`src/rtl/mult_div_pkg.sv`:
```
// Shared widths, funct encodings and FSM states for the iterative multiply/divide unit.
package mult_div_pkg;

  localparam int DATA_W   = 32;
  localparam int DOUBLE_W = 2 * DATA_W;
  localparam int FUNCT_W  = 6;

  localparam logic [FUNCT_W-1:0] FUNCT_MULT  = 6'h18;
  localparam logic [FUNCT_W-1:0] FUNCT_MULTU = 6'h19;
  localparam logic [FUNCT_W-1:0] FUNCT_DIV   = 6'h1a;
  localparam logic [FUNCT_W-1:0] FUNCT_DIVU  = 6'h1b;

  typedef enum logic [1:0] {
    MD_IDLE,
    MD_BUSY,
    MD_DONE
  } md_state_e;

  // Two's-complement magnitude; 0x8000_0000 maps to itself, which reads correctly as unsigned.
  function automatic logic [DATA_W-1:0] magnitude(input logic [DATA_W-1:0] value,
                                                  input logic             signed_op);
    return (signed_op && value[DATA_W-1]) ? -value : value;
  endfunction

endpackage

```
`src/rtl/mult_div_step.sv`:
```
// One radix-2 iteration: shift-add for multiply, restoring shift-subtract for divide.
module mult_div_step
  import mult_div_pkg::*;
(
  input  logic [DOUBLE_W-1:0] acc,
  input  logic [DATA_W-1:0]   operand,
  input  logic                is_div,
  output logic [DOUBLE_W-1:0] acc_next
);

  logic [DATA_W:0] sum;
  logic [DATA_W:0] shifted;
  logic [DATA_W:0] diff;

  // NOTE: every output of an always_comb is assigned on every path, so no latch is inferred.
  always_comb begin
    sum      = {1'b0, acc[DOUBLE_W-1:DATA_W]} + {1'b0, operand};
    shifted  = {acc[DOUBLE_W-1:DATA_W], acc[DATA_W-1]};
    diff     = shifted - {1'b0, operand};
    acc_next = acc;
    if (is_div) begin
      // A set sign bit on the 33-bit trial difference means the divisor did not fit.
      if (!diff[DATA_W]) acc_next = {diff[DATA_W-1:0], acc[DATA_W-2:0], 1'b1};
      else               acc_next = {shifted[DATA_W-1:0], acc[DATA_W-2:0], 1'b0};
    end else if (acc[0]) begin
      acc_next = {sum, acc[DATA_W-1:1]};
    end else begin
      acc_next = {1'b0, acc[DOUBLE_W-1:1]};
    end
  end

endmodule

```
`src/rtl/mult_div.sv`:
```
// Iterative 32-cycle MULT/MULTU/DIV/DIVU unit for the EX stage; result is HI:LO with a done flag.
module mult_div
  import mult_div_pkg::*;
#(
  parameter int ITER = 32
) (
  input  logic                clk,
  input  logic                rst,
  input  logic [FUNCT_W-1:0]  funct,
  input  logic [DATA_W-1:0]   operand_1,
  input  logic [DATA_W-1:0]   operand_2,
  input  logic                pipeline_hold,
  input  logic                flush,
  output logic                mult_div_done,
  output logic [DOUBLE_W-1:0] mult_div_result,
  output logic                mult_div_busy
);

  localparam int CNT_W = $clog2(ITER);
  localparam logic [CNT_W-1:0] LAST = CNT_W'(ITER - 1);

  md_state_e           state;
  logic [CNT_W-1:0]    count;
  logic [DOUBLE_W-1:0] acc;
  logic [DOUBLE_W-1:0] acc_next;
  logic [DATA_W-1:0]   operand;
  logic                is_div;
  logic                neg_res;
  logic                neg_rem;

  logic                md_op;
  logic                op_is_div;
  logic                is_signed;
  logic [DATA_W-1:0]   mag_1;
  logic [DATA_W-1:0]   mag_2;
  logic [DOUBLE_W-1:0] fixed_result;

  assign md_op     = (funct == FUNCT_MULT) || (funct == FUNCT_MULTU) ||
                     (funct == FUNCT_DIV)  || (funct == FUNCT_DIVU);
  assign op_is_div = (funct == FUNCT_DIV) || (funct == FUNCT_DIVU);
  assign is_signed = (funct == FUNCT_MULT) || (funct == FUNCT_DIV);
  assign mag_1     = magnitude(operand_1, is_signed);
  assign mag_2     = magnitude(operand_2, is_signed);

  mult_div_step u_step (
    .acc      (acc),
    .operand  (operand),
    .is_div   (is_div),
    .acc_next (acc_next)
  );

  // Sign fix on the final iteration's output: full 64-bit negate for multiply, per-half for divide.
  always_comb begin
    fixed_result = neg_res ? -acc_next : acc_next;
    if (is_div) begin
      fixed_result[DOUBLE_W-1:DATA_W] = neg_rem ? -acc_next[DOUBLE_W-1:DATA_W]
                                                : acc_next[DOUBLE_W-1:DATA_W];
      fixed_result[DATA_W-1:0]        = neg_res ? -acc_next[DATA_W-1:0]
                                                : acc_next[DATA_W-1:0];
    end
  end

  // NOTE: sequential state uses non-blocking assignments so every register samples pre-edge values.
  always_ff @(posedge clk) begin
    if (rst) begin
      state           <= MD_IDLE;
      count           <= '0;
      acc             <= '0;
      operand         <= '0;
      is_div          <= 1'b0;
      neg_res         <= 1'b0;
      neg_rem         <= 1'b0;
      mult_div_done   <= 1'b0;
      mult_div_result <= '0;
    end else if (flush) begin
      state         <= MD_IDLE;
      mult_div_done <= 1'b0;
    end else begin
      case (state)
        MD_IDLE: begin
          if (md_op) begin
            if (op_is_div && (operand_2 == '0)) begin
              state           <= MD_DONE;
              mult_div_done   <= 1'b1;
              mult_div_result <= {operand_1, {DATA_W{1'b1}}};
            end else begin
              state   <= MD_BUSY;
              count   <= '0;
              is_div  <= op_is_div;
              operand <= op_is_div ? mag_2 : mag_1;
              acc     <= {{DATA_W{1'b0}}, op_is_div ? mag_1 : mag_2};
              neg_res <= is_signed & (operand_1[DATA_W-1] ^ operand_2[DATA_W-1]);
              neg_rem <= is_signed & operand_1[DATA_W-1];
            end
          end
        end
        MD_BUSY: begin
          acc   <= acc_next;
          count <= count + 1'b1;
          if (count == LAST) begin
            state           <= MD_DONE;
            mult_div_done   <= 1'b1;
            mult_div_result <= fixed_result;
          end
        end
        MD_DONE: begin
          // Holding here keeps the still-present EX instruction from being restarted.
          if (!pipeline_hold) begin
            state         <= MD_IDLE;
            mult_div_done <= 1'b0;
          end
        end
        default: state <= MD_IDLE;
      endcase
    end
  end

  assign mult_div_busy = (state == MD_BUSY);

endmodule
```
`config.mk`:
```
export PLATFORM = sky130hd
export DESIGN_NAME = mult_div
export DESIGN_NICKNAME = d
export VERILOG_FILES = /design/src/rtl/mult_div_pkg.sv /design/src/rtl/mult_div_step.sv /design/src/rtl/mult_div.sv
export SDC_FILE = /design/constraint.sdc
export NUM_CORES = 1
export LEC_CHECK = 0
export BUFFER_PORTS_ARGS = -buffer_cell sky130_fd_sc_hd__buf_2
export CAP_MARGIN = 20
export CORE_ASPECT_RATIO = 0.6
export CORE_MARGIN = 2
export CORE_UTILIZATION = 40
export DETAILED_ROUTE_END_ITERATION = 10
export PLACE_DENSITY = 0.63
export SYNTH_ARGS = -nofsm -noshare
export SYNTH_HDL_FRONTEND = slang
export SYNTH_HIERARCHICAL = 1
export SYNTH_SLANG_ARGS = --single-unit
```
`constraint.sdc`:
```
create_clock -name clk -period 6.1 [get_ports clk]
set_input_delay 0.305 -clock clk [delete_from_list [all_inputs] [get_ports clk]]
set_output_delay 0.305 -clock clk [all_outputs]
set_load 0.03 [all_outputs]
```
==> results.json <==
{
  "outcome": "complete, no violations",
  "first_pass_iters": 8,
  "synth-simple-area-share": 0.242,
  "min_period_ps": 5800,
  "drive_gt1_frac": 0.162,
  "cts_sinks": 171,
  "die_h_um": 159,
  "yosysTopAreaCell": "dfxtp_1",
  "io_pins": 140,
  "place_hpwl_mm": 56.9,
  "synth_compound_area_frac": 0.272,
  "drv_slew": 0,
  "fin_worst_skew_ps": 18.7,
  "core_um2": 39300,
  "synth_top_family_by_area": "compound AO/OA/AOI/OAI gates",
  "die-area_um2": 41800,
  "fin_cells": 2714,
  "vias_per_cell": 6.63,
  "synthMuxAreaShare": 0.0715,
  "track_usage": 0.338,
  "initial_core_util": 0.409,
  "cp-end-kind": "flip-flop",
  "netlist.area_leader.share": 0.213,
  "ys_seq_elements": 171,
  "drtIter0Drc": 2726,
  "final-hold-violation-count": 0,
  "drc": 0,
  "grt_antenna_before_repair": 2,
  "grt_start_max_net_pins": 74,
  "cpMaxStageDelayCell": "nor4_1",
  "synth_fa_ha_area_frac": 0.0570,
  "fin_crit_sh": 0.951,
  "relSlewSlack": 0.180,
  "startpoint_type": "flip-flop",
  "synthToLayoutAreaGrowth_pct": 11.0,
  "portBuffers": 139,
  "drtAntennaViolNets": 0,
  "post_dp_cell_area_um2": 17200,
  "syn_inst": 2110,
  "p_total_mw": 2.99,
  "hold_ws_ps": 147,
  "worst_path_most_repeated_cell": "o211ai_1",
  "synth-edff-count": 0,
  "synth_flop_cell": "dfxtp_1",
  "grt_pass1_vias": 15899,
  "clkLatencyLatePin_ps": 470,
  "cp.arrival_ps": 6170,
  "post-cts-setup-buffer-count": 0,
  "final_core_util": 0.453,
  "gp_congestion": 1.01,
  "numCtsBuffers": 17,
  "worstPathRequired_ps": 6470,
  "p_leak_nw": 7.19,
  "async_reset_ff_frac": 0,
  "final_cell_area_um2": 17800,
  "crit_chain": "inv_1 > ha_1 > fa_1 > nand2b_1 > a21oi_2 > a2111oi_1 > o21a_1 > nor4_4 > o211ai_1 > mux2_4 > nor2_8 > buf_4 > mux2i_1 > a21oi_1 > nor4_1 > nand2_1 > o41a_1 > o211ai_1 > a211oi_1 > a22o_1",
  "yosysMostFrequentCell": "nand2_1",
  "clock_path_buffers": 2,
  "max_cap_violations": 0,
  "irDropWorstVdd_mv": 0.145,
  "cts_tree": "yes",
  "p_per_area_nw_per_um2": 168,
  "num_vias": 17989,
  "syn_nets": 2256,
  "synth_xor_area_frac": 0.0856,
  "fp-row-count": 56,
  "dp.cells": 2681,
  "synthTopCellsByArea": "dfxtp_1 (21%), a21oi_1 (5.5%), ha_1 (5.5%)",
  "min_path_type": "primary input to flip-flop",
  "nets": 2325,
  "crit_fanout": 22,
  "die_w_um": 263,
  "wl_per_cell_um": 27.0,
  "grt_pass1_wl_mm": 107,
  "syn_avg_cell_area_um2": 7.61,
  "worstSetupPathType": "flip-flop to flip-flop",
  "synth_warnings": 6,
  "synth_common_cells": "nand2_1 (200), a21oi_1 (177), dfxtp_1 (171)",
  "n_antenna_cell": 0,
  "htree_num_levels": 4,
  "root_buffer": "clkbuf_16",
  "routed_wl_mm": 73.4,
  "syn_area_um2": 16100,
  "clk_pin_slew_ps": 90,
  "timing.fmax_mhz": 172,
  "worst_path_largest_cell_delay_ps": 550,
  "worst_slew_pin_slew_ps": 1200,
  "setup_violations": 0,
  "ys_seq_area_frac": 0.213,
  "synth_cell_type_count": 111,
  "grt_overflow": 0
}
-- placed cells by master, fill, tap and decap left out, types with 21 or more instances in the layout --
master	instances
nand2b_1	21
nand4_1	23
mux2i_1	65
nor3_1	60
xnor2_1	85
dfxtp_1	170
nor2b_1	31
a211oi_1	61
o21ai_0	72
buf_2	139
ha_1	70
inv_1	61
o211ai_1	24
o22ai_1	30
nand2_1	200
nor4_1	35
nor2_1	157
nand3_1	100
buf_4	62
a31oi_1	47
xor2_1	72
a21oi_1	177
mux2_2	40
-- final cells by class --
| cell class | instances | area [µm²] |
|---|---|---|
| sequential | 171 | 3430 |
| inverter | 64 | 240 |
| tap | 522 | 653 |
| fill | 3961 | 21500 |
| clock inverter | 15 | 198 |
| clock buffer | 17 | 425 |
| multi-input combinational | 1724 | 11700 |
| timing repair buffer | 201 | 1160 |
-- registers in the layout, summed over array words and instances, names as in the netlist --
| name | flops |
|---|---|
| mult_div_result | 64 |
| neg_rem | 1 |
| neg_res | 1 |
| count | 5 |
| mult_div_done | 1 |
| acc | 64 |
| operand | 32 |
| is_div | 1 |
| state | 2 |
-- per-stage QoR --
step | worst slack [ps] | TNS (ps)
finish | 301 | 0
global route | -16.7 | -20.0
CTS | 404 | 0
detailed placement | 431 | 0
global placement | 473 | 0
floorplan | 1060 | 0
-- worst paths after layout --
kind / startpoint / end / slack [ps] / depth (start not counted)
hold / removal: flush / state[0] / 150 / 2
setup reg to reg: acc[31] / mult_div_result[58] / 300 / 20
hold reg to reg: mult_div_result[51] / mult_div_result[51] / 460 / 2
setup / recovery: acc[31] / mult_div_result[58] / 300 / 20
-- repair_timing --
item / in CTS / in global routing
gates resized for setup: 0 / 1
hold buffers: 0 / 0
setup endpoints to repair: 0 / 3
-- critical path: cells and delay by family (launching register included) --
family | cells | cell delay [ps]
adder cells (fa/ha/maj) | 2 | 610
multiplexers | 2 | 560
buffers and inverters | 2 | 350
AO/OA/AOI/OAI | 9 | 1960
flip-flops | 1 | 370
AND/OR/NAND/NOR | 5 | 1830
-- where the power goes --
part	internal (mW)	total [mW]	switching [mW]
clock network	0.562	1.19	0.625
logic	0.230	0.673	0.443
registers	1.12	1.14	0.0119
total	1.91	2.99	1.08
-- cell families (layout without fill, tap and decap cells) --
kind of cell	Yosys count	in the layout
compound gates	634	634
xor+xnor	157	157
fa+ha+maj	72	72
buf+inv	215	297
flops	171	171
mux	109	109
simple gates	752	752
-- layer usage --
| layer | wire [µm] | share of wire | track usage | vias up |
|---|---|---|---|---|
| li1 | - | - | - | 8006 |
| met1 | 33500 | 0.46 | 0.509 | 8657 |
| met5 | 138 | 0.0019 | 0.0146 | - |
| met2 | 26300 | 0.36 | 0.414 | 1227 |
| met3 | 12100 | 0.17 | 0.162 | 93 |
| met4 | 1330 | 0.018 | 0.0718 | 6 |
Note: power is estimated with default switching activity, not from simulation.
